<file path="config.mk">
export PLATFORM = sky130hd
export DESIGN_NAME = pipe_hazard_ctrl_flat
export DESIGN_NICKNAME = d
export VERILOG_FILES = /design/src/rtl/pipe_hazard_ctrl_pkg.sv /design/src/rtl/pipe_hazard_ctrl_if.sv /design/src/rtl/pipe_scoreboard.sv /design/src/rtl/pipe_hazard_ctrl.sv /design/src/flat_wrapper.sv
export SDC_FILE = /design/constraint.sdc
export NUM_CORES = 1
export LEC_CHECK = 0
export CAP_MARGIN = 20
export CORE_ASPECT_RATIO = 1.75
export CORE_MARGIN = 4
export CORE_UTILIZATION = 54
export CTS_CLUSTER_SIZE = 25
export DETAILED_ROUTE_END_ITERATION = 8
export PLACE_DENSITY = 0.95
export SYNTH_ARGS = -nofsm -noshare
export SYNTH_HDL_FRONTEND = slang
export SYNTH_SLANG_ARGS = --single-unit
</file>
<file path="constraint.sdc">
create_clock -name clk -period 3.11 [get_ports clk]
set_input_delay 0.311 -clock clk [delete_from_list [all_inputs] [get_ports clk]]
set_output_delay 0.311 -clock clk [all_outputs]
set_load 0.03 [all_outputs]
</file>
<file path="src/rtl/pipe_hazard_ctrl_pkg.sv">
// Shared types for the pipeline hazard controller: forwarding select
// encoding, sequencer FSM states and the in-flight write scoreboard entry.
package pipe_hazard_ctrl_pkg;

    // Operand source selects for the EXE-stage operand muxes.
    typedef enum logic [1:0] {
        FWD_RF  = 2'd0,
        FWD_EXE = 2'd1,
        FWD_MEM = 2'd2,
        FWD_WB  = 2'd3
    } fwd_sel_t;

    // Sequencer states.
    typedef enum logic [1:0] {
        ST_RUN     = 2'd0,
        ST_FLUSH   = 2'd1,
        ST_MC_WAIT = 2'd2
    } state_t;

    // One in-flight register write.
    typedef struct packed {
        logic       valid;
        logic [4:0] rd;
        logic       is_load;
    } sb_entry_t;

    localparam sb_entry_t SB_EMPTY = '{valid: 1'b0, rd: 5'd0, is_load: 1'b0};

    // True when the entry holds a pending write to register rs.
    // Entries are only ever valid for rd != 0, so x0 can never match.
    function automatic logic sb_match(input sb_entry_t e, input logic [4:0] rs);
        return e.valid && (e.rd == rs);
    endfunction

endpackage

</file>
<file path="src/rtl/pipe_hazard_ctrl_if.sv">
// Connection bundle between the pipeline datapath (master) and the
// hazard controller (slave): ID-stage decode info, EXE events, and the
// stall/flush/issue/forwarding controls going back.
interface pipe_hazard_ctrl_if;
    logic       id_valid;
    logic [4:0] id_rs1;
    logic       id_rs1_used;
    logic [4:0] id_rs2;
    logic       id_rs2_used;
    logic [4:0] id_rd;
    logic       id_rd_wen;
    logic       id_is_load;
    logic       id_is_mc;
    logic       exe_jmp;
    logic       mc_done;

    logic       if_stall;
    logic       id_stall;
    logic       if_id_flush;
    logic       exe_issue;
    logic       exe_hold;
    logic [1:0] fwd_rs1;
    logic [1:0] fwd_rs2;
    logic       mc_err;

    modport master (
        output id_valid, id_rs1, id_rs1_used, id_rs2, id_rs2_used,
               id_rd, id_rd_wen, id_is_load, id_is_mc, exe_jmp, mc_done,
        input  if_stall, id_stall, if_id_flush, exe_issue, exe_hold,
               fwd_rs1, fwd_rs2, mc_err
    );

    modport slave (
        input  id_valid, id_rs1, id_rs1_used, id_rs2, id_rs2_used,
               id_rd, id_rd_wen, id_is_load, id_is_mc, exe_jmp, mc_done,
        output if_stall, id_stall, if_id_flush, exe_issue, exe_hold,
               fwd_rs1, fwd_rs2, mc_err
    );
endinterface

</file>
<file path="src/rtl/pipe_scoreboard.sv">
// Three-entry shadow of the register writes in flight in EXE, MEM and WB.
// Produces operand-forwarding selects for the instruction in ID and flags
// a load-use hazard against a load sitting in EXE.
module pipe_scoreboard
    import pipe_hazard_ctrl_pkg::*;
(
    input  logic       clk,
    input  logic       rst_n,
    input  logic       hold,       // EXE keeps its instruction this cycle
    input  logic       drop,       // discard the held EXE entry (aborted op)
    input  logic       ins_valid,  // an rd-writing instruction enters EXE
    input  logic [4:0] ins_rd,
    input  logic       ins_load,
    input  logic [4:0] rs1,
    input  logic       rs1_used,
    input  logic [4:0] rs2,
    input  logic       rs2_used,
    output fwd_sel_t   fwd_rs1,
    output fwd_sel_t   fwd_rs2,
    output logic       load_use
);

    sb_entry_t exe_q, mem_q, wb_q;
    sb_entry_t exe_new;

    // Build the entry for the instruction entering EXE; writes to x0 are never tracked.
    always_comb begin
        // NOTE: give every combinational output a default first so no path leaves it unassigned (that would infer a latch).
        exe_new = SB_EMPTY;
        if (ins_valid && (ins_rd != 5'd0)) begin
            exe_new.valid   = 1'b1;
            exe_new.rd      = ins_rd;
            exe_new.is_load = ins_load;
        end
    end

    // Shift EXE -> MEM -> WB; while EXE holds, MEM gets a bubble and WB still drains.
    always_ff @(posedge clk or negedge rst_n) begin
        if (!rst_n) begin
            exe_q <= SB_EMPTY;
            mem_q <= SB_EMPTY;
            wb_q  <= SB_EMPTY;
        end else begin
            // NOTE: non-blocking assignments so every stage samples the pre-edge value of the one before it.
            wb_q <= mem_q;
            if (hold) begin
                mem_q <= SB_EMPTY;
                if (drop) begin
                    exe_q <= SB_EMPTY;
                end
            end else begin
                mem_q <= exe_q;
                exe_q <= exe_new;
            end
        end
    end

    // Youngest producer wins; a load still in EXE has no data yet, so it is not a forward source.
    function automatic fwd_sel_t pick(input logic used, input logic [4:0] rs,
                                      input sb_entry_t e, input sb_entry_t m,
                                      input sb_entry_t w);
        fwd_sel_t sel;
        sel = FWD_RF;
        if (used && (rs != 5'd0)) begin
            if (sb_match(e, rs)) begin
                sel = e.is_load ? FWD_RF : FWD_EXE;
            end else if (sb_match(m, rs)) begin
                sel = FWD_MEM;
            end else if (sb_match(w, rs)) begin
                sel = FWD_WB;
            end
        end
        return sel;
    endfunction

    // Forward selects and load-use detection straight from the current entries.
    always_comb begin
        fwd_rs1  = pick(rs1_used, rs1, exe_q, mem_q, wb_q);
        fwd_rs2  = pick(rs2_used, rs2, exe_q, mem_q, wb_q);
        load_use = exe_q.is_load &&
                   ((rs1_used && sb_match(exe_q, rs1)) ||
                    (rs2_used && sb_match(exe_q, rs2)));
    end

endmodule

</file>
<file path="src/rtl/pipe_hazard_ctrl.sv">
// Central sequencer for the 5-stage pipeline: load-use interlock, taken
// jump flush, multi-cycle EXE wait with timeout, and EXE forwarding selects.
module pipe_hazard_ctrl
    import pipe_hazard_ctrl_pkg::*;
#(
    parameter int FLUSH_CYC  = 2,   // bubbles into IF/ID after a taken jump (1..3)
    parameter int MC_TIMEOUT = 64   // cycles to wait for mc_done (>= 2)
) (
    input  logic              clk,
    input  logic              rst_n,
    pipe_hazard_ctrl_if.slave bus
);

    localparam int            TW           = $clog2(MC_TIMEOUT);
    localparam logic [1:0]    FLUSH_RELOAD = 2'(FLUSH_CYC - 1);
    localparam logic [TW-1:0] TCNT_LAST    = TW'(MC_TIMEOUT - 1);
    localparam bit            FLUSH_MULTI  = (FLUSH_CYC > 1);

    state_t        state_q, state_d;
    logic [1:0]    flush_cnt_q;   // flush cycles still to come after the current one
    logic [TW-1:0] tcnt_q;        // cycles spent in MC_WAIT so far
    logic          mc_err_q;

    logic     load_use_raw, load_use, mc_issue, mc_timeout;
    logic     if_stall, id_stall, if_id_flush, exe_issue, exe_hold;
    fwd_sel_t fwd1, fwd2;

    assign load_use   = bus.id_valid && load_use_raw;
    assign mc_issue   = bus.id_valid && bus.id_is_mc && !load_use && !bus.exe_jmp;
    assign mc_timeout = (state_q == ST_MC_WAIT) && !bus.mc_done && (tcnt_q == TCNT_LAST);

    // State register.
    always_ff @(posedge clk or negedge rst_n) begin
        if (!rst_n) begin
            state_q <= ST_RUN;
        end else begin
            state_q <= state_d;
        end
    end

    // Next-state logic: jump beats everything except an in-progress multi-cycle op.
    always_comb begin
        state_d = state_q;
        unique case (state_q)
            ST_RUN: begin
                if (bus.exe_jmp) begin
                    state_d = FLUSH_MULTI ? ST_FLUSH : ST_RUN;
                end else if (mc_issue) begin
                    state_d = ST_MC_WAIT;
                end
            end
            ST_FLUSH: begin
                if (bus.exe_jmp) begin
                    state_d = FLUSH_MULTI ? ST_FLUSH : ST_RUN;
                end else if (flush_cnt_q == 2'd1) begin
                    state_d = ST_RUN;
                end
            end
            ST_MC_WAIT: begin
                if (bus.mc_done || mc_timeout) begin
                    state_d = ST_RUN;
                end
            end
            default: state_d = ST_RUN;
        endcase
    end

    // Output decode from state plus the current ID/EXE inputs.
    always_comb begin
        if_stall    = 1'b0;
        id_stall    = 1'b0;
        if_id_flush = 1'b0;
        exe_issue   = 1'b0;
        exe_hold    = 1'b0;
        unique case (state_q)
            ST_RUN: begin
                if (bus.exe_jmp) begin
                    if_id_flush = 1'b1;
                end else if (load_use) begin
                    if_stall = 1'b1;
                    id_stall = 1'b1;
                end else begin
                    exe_issue = bus.id_valid;
                end
            end
            ST_FLUSH: begin
                if_id_flush = 1'b1;
            end
            ST_MC_WAIT: begin
                if_stall = 1'b1;
                id_stall = 1'b1;
                exe_hold = 1'b1;
            end
            default: ;
        endcase
    end

    // Flush and timeout counters plus the sticky timeout flag.
    always_ff @(posedge clk or negedge rst_n) begin
        if (!rst_n) begin
            flush_cnt_q <= 2'd0;
            tcnt_q      <= '0;
            mc_err_q    <= 1'b0;
        end else begin
            if (bus.exe_jmp && (state_q != ST_MC_WAIT)) begin
                flush_cnt_q <= FLUSH_RELOAD;
            end else if (state_q == ST_FLUSH) begin
                flush_cnt_q <= flush_cnt_q - 2'd1;
            end

            if (state_q == ST_MC_WAIT) begin
                tcnt_q <= tcnt_q + 1'b1;
            end else begin
                tcnt_q <= '0;
            end

            if (mc_timeout) begin
                mc_err_q <= 1'b1;
            end
        end
    end

    pipe_scoreboard u_scoreboard (
        .clk       (clk),
        .rst_n     (rst_n),
        .hold      (exe_hold),
        .drop      (mc_timeout),
        .ins_valid (exe_issue && bus.id_rd_wen),
        .ins_rd    (bus.id_rd),
        .ins_load  (bus.id_is_load),
        .rs1       (bus.id_rs1),
        .rs1_used  (bus.id_rs1_used),
        .rs2       (bus.id_rs2),
        .rs2_used  (bus.id_rs2_used),
        .fwd_rs1   (fwd1),
        .fwd_rs2   (fwd2),
        .load_use  (load_use_raw)
    );

    assign bus.if_stall    = if_stall;
    assign bus.id_stall    = id_stall;
    assign bus.if_id_flush = if_id_flush;
    assign bus.exe_issue   = exe_issue;
    assign bus.exe_hold    = exe_hold;
    assign bus.fwd_rs1     = fwd1;
    assign bus.fwd_rs2     = fwd2;
    assign bus.mc_err      = mc_err_q;

endmodule
</file>
<file path="src/flat_wrapper.sv">
// flat-port wrapper written by rule: the top's interface ports become plain ports
module pipe_hazard_ctrl_flat import pipe_hazard_ctrl_pkg::*;
#(
    parameter int FLUSH_CYC  = 2,                                                  
    parameter int MC_TIMEOUT = 64                                       
)
  (clk, rst_n, bus_id_valid, bus_id_rs1, bus_id_rs1_used, bus_id_rs2, bus_id_rs2_used, bus_id_rd, bus_id_rd_wen, bus_id_is_load, bus_id_is_mc, bus_exe_jmp, bus_mc_done, bus_if_stall, bus_id_stall, bus_if_id_flush, bus_exe_issue, bus_exe_hold, bus_fwd_rs1, bus_fwd_rs2, bus_mc_err);
  pipe_hazard_ctrl_if bus_i ();
  input  logic clk;
  input  logic rst_n;
  input wire logic [$bits(bus_i.id_valid)-1:0] bus_id_valid;
  input wire logic [$bits(bus_i.id_rs1)-1:0] bus_id_rs1;
  input wire logic [$bits(bus_i.id_rs1_used)-1:0] bus_id_rs1_used;
  input wire logic [$bits(bus_i.id_rs2)-1:0] bus_id_rs2;
  input wire logic [$bits(bus_i.id_rs2_used)-1:0] bus_id_rs2_used;
  input wire logic [$bits(bus_i.id_rd)-1:0] bus_id_rd;
  input wire logic [$bits(bus_i.id_rd_wen)-1:0] bus_id_rd_wen;
  input wire logic [$bits(bus_i.id_is_load)-1:0] bus_id_is_load;
  input wire logic [$bits(bus_i.id_is_mc)-1:0] bus_id_is_mc;
  input wire logic [$bits(bus_i.exe_jmp)-1:0] bus_exe_jmp;
  input wire logic [$bits(bus_i.mc_done)-1:0] bus_mc_done;
  output wire logic [$bits(bus_i.if_stall)-1:0] bus_if_stall;
  output wire logic [$bits(bus_i.id_stall)-1:0] bus_id_stall;
  output wire logic [$bits(bus_i.if_id_flush)-1:0] bus_if_id_flush;
  output wire logic [$bits(bus_i.exe_issue)-1:0] bus_exe_issue;
  output wire logic [$bits(bus_i.exe_hold)-1:0] bus_exe_hold;
  output wire logic [$bits(bus_i.fwd_rs1)-1:0] bus_fwd_rs1;
  output wire logic [$bits(bus_i.fwd_rs2)-1:0] bus_fwd_rs2;
  output wire logic [$bits(bus_i.mc_err)-1:0] bus_mc_err;
  assign bus_i.id_valid = bus_id_valid;
  assign bus_i.id_rs1 = bus_id_rs1;
  assign bus_i.id_rs1_used = bus_id_rs1_used;
  assign bus_i.id_rs2 = bus_id_rs2;
  assign bus_i.id_rs2_used = bus_id_rs2_used;
  assign bus_i.id_rd = bus_id_rd;
  assign bus_i.id_rd_wen = bus_id_rd_wen;
  assign bus_i.id_is_load = bus_id_is_load;
  assign bus_i.id_is_mc = bus_id_is_mc;
  assign bus_i.exe_jmp = bus_exe_jmp;
  assign bus_i.mc_done = bus_mc_done;
  assign bus_if_stall = bus_i.if_stall;
  assign bus_id_stall = bus_i.id_stall;
  assign bus_if_id_flush = bus_i.if_id_flush;
  assign bus_exe_issue = bus_i.exe_issue;
  assign bus_exe_hold = bus_i.exe_hold;
  assign bus_fwd_rs1 = bus_i.fwd_rs1;
  assign bus_fwd_rs2 = bus_i.fwd_rs2;
  assign bus_mc_err = bus_i.mc_err;
  pipe_hazard_ctrl #(.FLUSH_CYC(FLUSH_CYC), .MC_TIMEOUT(MC_TIMEOUT)) u_core (.clk(clk), .rst_n(rst_n), .bus(bus_i));
endmodule
</file>
After elaboration in Yosys (flattened, before gate mapping). Cells that the tools add are included.

Bits of input ports: 25. ROM bits: 0. Word-level logic and storage cells: 90. Bits in registers: 30. Memories kept: 0. RAM bits: 0. Latch bits: 0. Output and inout port bits: 10.

Reductions and logical operators: 31. Eq/ne operators: 15. $mul: 0. Shifts and indexed selects: 0. $lt $le $gt $ge: 0. Bitwise gates (word level): 0. Mux-type cells: 31. Div/mod/pow operators: 0. Add/subtract/negate cells: 2.

Operator list (number): 5-bit == test (6); 2-bit two-way mux (15); 7-bit two-way mux (4); 1-bit logical AND (20); 5-bit nonzero test (3); 1-bit two-way mux (8); 6-bit by 1-bit adder with 6-bit output, second input constant (1); 6-bit == test, second input constant (1); 6-bit two-way mux (1); 3-bit by 2-bit inequality test with 1-bit output, second input constant (2); 2-bit one-hot mux with 3 select lines (1); 2-bit by 1-bit == test with 1-bit output, second input constant (2); 2-bit by 1-bit inequality test with 1-bit output, second input constant (2); 1-bit one-hot mux with 2 select lines (2); 1-bit zero test (3); 3-bit AND reduction (1); 2-bit == test, second input constant (1); 2-bit zero test (1); 1-bit logical OR (2); 2-bit inequality test, second input constant (1); 2-bit nonzero test (1); 2-bit by 1-bit subtractor with 2-bit output, second input constant (1).

Depth between registers and ports, before layout.
Depth in word-level cells: 13. Depth in mapped cells: 6. Mapped depth without buffers: 5.

Hierarchy. From an unflattened synthesis, not the netlist that was laid out.

Cells, all modules: 161. Area total of the unflattened synthesis: 1617.8 um^2.

By module, submodules not included: pipe_scoreboard (area an instance 1064.8 um^2, seq. area each 475.5 um^2, cells an instance 107, instances 1); pipe_hazard_ctrl (area an instance 553.0 um^2, seq. area each 275.3 um^2, cells an instance 54, instances 1).

Least setup slack after synthesis. OpenSTA, ideal clock, no wires.

Path kind: reg-to-output. From: register u_core.u_scoreboard.exe_q[4] (netlist bit). To: output port bus_if_stall. Arrival time: 1786 ps. Required time: 2799 ps. Cell stages (with the launch flop): 7. Setup slack: 1013 ps. Path through: dfrtp_1 xnor2_1 nand3_1 nand3b_4 o21a_2 o21ai_1 buf_4.

Cells in the longest elaborated chain, start to end: 9.

RTL lines: start: declaration (line pipe_scoreboard.sv:23) `sb_entry_t exe_q, mem_q, wb_q;`; start signal: assignment (line pipe_scoreboard.sv:53) `exe_q <= exe_new;`; 5-bit == test (line pipe_hazard_ctrl_pkg.sv:32) `return e.valid && (e.rd == rs);`; 1-bit logical AND (line pipe_hazard_ctrl_pkg.sv:32); 1-bit logical AND (on tied branches) (line pipe_scoreboard.sv:81, pipe_scoreboard.sv:82); 1-bit logical OR (*) (line pipe_scoreboard.sv:81) `((rs1_used && sb_match(exe_q, rs1)) ||`; 1-bit logical AND (*) (line pipe_scoreboard.sv:80) `load_use = exe_q.is_load &&`; 1-bit logical AND (*) (line pipe_hazard_ctrl.sv:28) `assign load_use = bus.id_valid && load_use_raw;`; 1-bit two-way mux (*) (2 in a row); 1-bit one-hot mux with 2 select lines (*); end: declaration (line flat_wrapper.sv:22) `output wire logic [$bits(bus_i.if_stall)-1:0] bus_if_stall;`.

Mark *: on every way between the ends. The rest lies on a longest branch, timed or not.

Worst setup path in the final report.
From: input port bus_id_rs1[3]. To: output port bus_fwd_rs1[1].

Cells in the longest elaborated chain, start to end: 6.

RTL lines: start: declaration (line flat_wrapper.sv:12) `input wire logic [$bits(bus_i.id_rs1)-1:0] bus_id_rs1;`; 5-bit == test (line pipe_hazard_ctrl_pkg.sv:32); 1-bit logical AND (line pipe_hazard_ctrl_pkg.sv:32); 2-bit two-way mux (line pipe_scoreboard.sv:69) `end else if (sb_match(w, rs)) begin`; 2-bit two-way mux (line pipe_scoreboard.sv:67) `end else if (sb_match(m, rs)) begin`; 2-bit two-way mux (line pipe_scoreboard.sv:65) `if (sb_match(e, rs)) begin`; 2-bit two-way mux (*) (line pipe_scoreboard.sv:64) `if (used && (rs != 5'd0)) begin`; end: declaration (line flat_wrapper.sv:27) `output wire logic [$bits(bus_i.fwd_rs1)-1:0] bus_fwd_rs1;`.

Marks and branches as above.

==> impl_metrics.py <==
metrics = {
    "placed_design": {
        "gp_congestion": 0.877,
        "place_hpwl_um": 3040,
        "numPortBuffers": 34,
        "post-place-ws_ns": 0.241,
        "placed_cells": 218,
    },
    "synth": {
        "synth.distinct_cells": 31,
        "synth-compound-area-share_pct": 10.8,
        "yosys.area_share.simple_pct": 21.2,
        "synth_largest_area_cell": "dfrtp_1",
        "muxShareOfSynthArea_pct": 0,
        "synth.area.top_cells": "dfrtp_1 47%, xor2_1 13%, xnor2_1 5.4%",
        "synth_xor_area_share_pct": 18.0,
        "netlist.area_leader.share_pct": 46.7,
        "synth_warnings": 0,
        "synth_top_family_by_area": "simple AND/OR/NAND/NOR gates",
        "synthAdderAreaFrac_pct": 1.56,
        "syn_avg_cell_area_um2": 10.2,
        "seq_area_frac_synth_pct": 46.7,
        "ys_ff_latch": 30,
        "synth_cells": 157,
        "syn_area_um2": 1610,
        "synth_fp_nets": 184,
    },
    "sta": {
        "max_slew_margin_pct": 65.3,
        "setup_tns_ns": 0,
        "setup_viol_count_final": 0,
        "finClkSkew_ns": 0.00215,
        "worstMarginPinSlew_ns": 0.520,
        "fin_crit_sh_pct": 93.2,
        "rsz0062_at_grt": "no",
        "drv_slew": 0,
        "layout_setup_ws_ns": 0.212,
        "fmax_mhz": 345,
        "finalHoldViolCount": 0,
        "period_needed_ns": 2.90,
    },
    "job": {
        "max_cap_viol_count": 0,
    },
    "grt": {
        "first_global_vias": 1461,
        "grt_overflow_total": 0,
        "grt_pass1_wl_um": 6730,
        "grt_max_degree": 31,
        "grt_antenna_before_repair": 0,
        "grt_util_all_layers_pct": 22.8,
    },
    "route": {
        "routed_wl_um": 3960,
        "drt_first_iter_violations": 40,
        "num_vias": 1352,
        "wl_per_cell_um": 17.5,
        "detail_route.vias_per_cell": 5.98,
        "dr.pass1.iters": 4,
        "ant_nets": 0,
        "drcViolationCount": 0,
    },
    "clocking": {
        "insertion_delay_ns": 0.28,
        "cts_setup_buffers": 0,
        "cts_hold_buf": 0,
        "cts_sinks": 30,
        "cts_buffer_depth": 2,
        "cts_tree": "done",
        "cts_buffers": 5,
        "clkTransAtPathRegs_ns": 0.06,
        "cts_root_buf": "clkbuf_8",
        "cts_resized": 0,
        "htreeDepth": 2,
    },
    "die": {
        "core_area_um2": 2900,
        "dieHeight_um": 80.2,
        "die_x_um": 49.3,
        "dieArea_um2": 3950,
        "io_pins": 35,
        "num_rows": 26,
        "start_util_pct": 55.6,
    },
    "setup_path": {
        "end_kind": "primary output",
        "critPathMaxFanout": 4,
        "cp-start-kind": "primary input",
        "worstPathRequired_ns": 2.80,
        "cp.arrival_ns": 2.59,
        "critPathKind": "primary input to primary output",
    },
    "layout": {
        "utilization_pct": 72.2,
        "diodes": 0,
        "syn2layout_area_growth_pct": 29.9,
        "final_cells": 226,
        "nFillCells": 209,
        "layout-drive-gt1-share_pct": 6.57,
        "layout.nets": 224,
    },
    "power_and_ir_drop": {
        "ir_worst_vdd_v": 0.000588,
        "power.density_nw_per_um2": 496,
        "leakagePower_nw": 0.963,
    },
    "outcome": {
        "status": "finished, final reports clean",
    },
    "min_path": {
        "min_path_type": "primary input to async pin",
    },
}
==> layer usage <==
metal | up-vias | global-route usage [%] | part of all wire, %
met4 | 0 | 15.1 | 4.4
li1 | 629 | - | -
met2 | 78 | 40.9 | 53
met3 | 18 | 5.75 | 6.3
met5 | - | 0 | 0
met1 | 627 | 22.7 | 36
==> sequential cells by signal, summed over array words and instances, names as in the netlist <==
signal / cells
u_core.flush_cnt_q: 2
u_core.tcnt_q: 6
u_core.u_scoreboard.exe_q: 7
u_core.state_q: 2
u_core.u_scoreboard.mem_q: 6
u_core.bus.mc_err: 1
u_core.u_scoreboard.wb_q: 6
==> placed cells by master (no fill, tap or decap), drive strengths merged, types with 4 or more instances in the layout <==
cell	instances
clkdlybuf4s50	34
dfrtp	30
xor2	23
nor2	16
xnor2	10
nand3	9
and2	8
nand2	6
a22o	6
inv	5
clkbuf	5
o21ai	5
and3	4
nor4	4
a21oi	4
nor3	4
==> where the power goes <==
part	switching, mW	total [mW]	internal [mW]
registers	0.0319	0.453	0.421
clock network	0.144	0.379	0.235
logic	0.107	0.205	0.0982
total	0.282	1.04	0.754
==> cells in the mapped netlist <==
cell,n
nor2b_1,2
o211ai_1,1
nand3b_1,2
a21o_1,1
nand3b_4,1
dfrtp_1,30
xor2_1,23
o21ai_0,2
nor4_1,4
a32o_1,3
nand2_1,6
nor3_2,1
or3_1,3
ha_1,2
or4_1,2
nor2_1,16
nand2b_1,1
a41o_1,1
o2111a_2,1
and3_1,4
o21a_2,1
nand3_1,9
clkbuf_1,1
a22o_1,6
o21ai_1,3
nor3_1,3
a21oi_1,4
and2_1,8
inv_1,5
buf_4,1
xnor2_1,10
==> cell type report <==
cell class | count | area, um2 | share of cell area (%)
Inverter | 5 | 18.8 | 0.898
Timing Repair Buffer | 35 | 348 | 16.6
Clock buffer | 5 | 68.8 | 3.29
Tap cell | 28 | 35.0 | 1.68
Multi-Input combinational cell | 120 | 828 | 39.6
Sequential cell | 30 | 751 | 35.9
Clock inverter | 3 | 40.0 | 1.92
==> cells by family (layout without fill, tap and decap cells) <==
logic type,count (synthesis),after routing
flops,30,30
compound gates,23,23
simple gates,62,62
fa+ha+maj,2,2
xor+xnor,33,33
buf+inv,7,48
==> through the flow <==
step	power, mW	area [um2]	hold slack, ns
after floorplan	0.560	1610	0.0154
after global placement	0.637	1980	0.404
after detailed placement	0.656	1980	0.417
after CTS	1.04	2090	0.428
after global routing	1.09	2090	0.447
final	1.04	2090	0.420
==> critical path, cell delays in order <==
cell	delay, ns
clkdlybuf4s50_1	0.51
xor2_1	0.21
nor4_1	0.38
nand3_1	0.17
nor2b_1	0.17
nor3_1	0.14
clkdlybuf4s50_1	0.70
==> final timing paths <==
| check | from | end | slack, ns | cells past startpoint |
|---|---|---|---|---|
| max in group asynchronous | rst_n | u_core.tcnt_q[0] | 2.42 | 2 |
| hold reg to reg | u_core.u_scoreboard.mem_q[6] | u_core.u_scoreboard.wb_q[6] | 0.43 | 0 |
| min in group clk | u_core.u_scoreboard.mem_q[6] | u_core.u_scoreboard.wb_q[6] | 0.43 | 0 |
| hold / removal | rst_n | u_core.state_q[1] | 0.42 | 2 |
| setup / recovery | bus_id_rs1[3] | bus_fwd_rs1[1] | 0.21 | 7 |
| setup reg to reg | u_core.state_q[0] | u_core.u_scoreboard.exe_q[0] | 1.40 | 4 |
No activity file was read; power rests on OpenSTA's default activity.
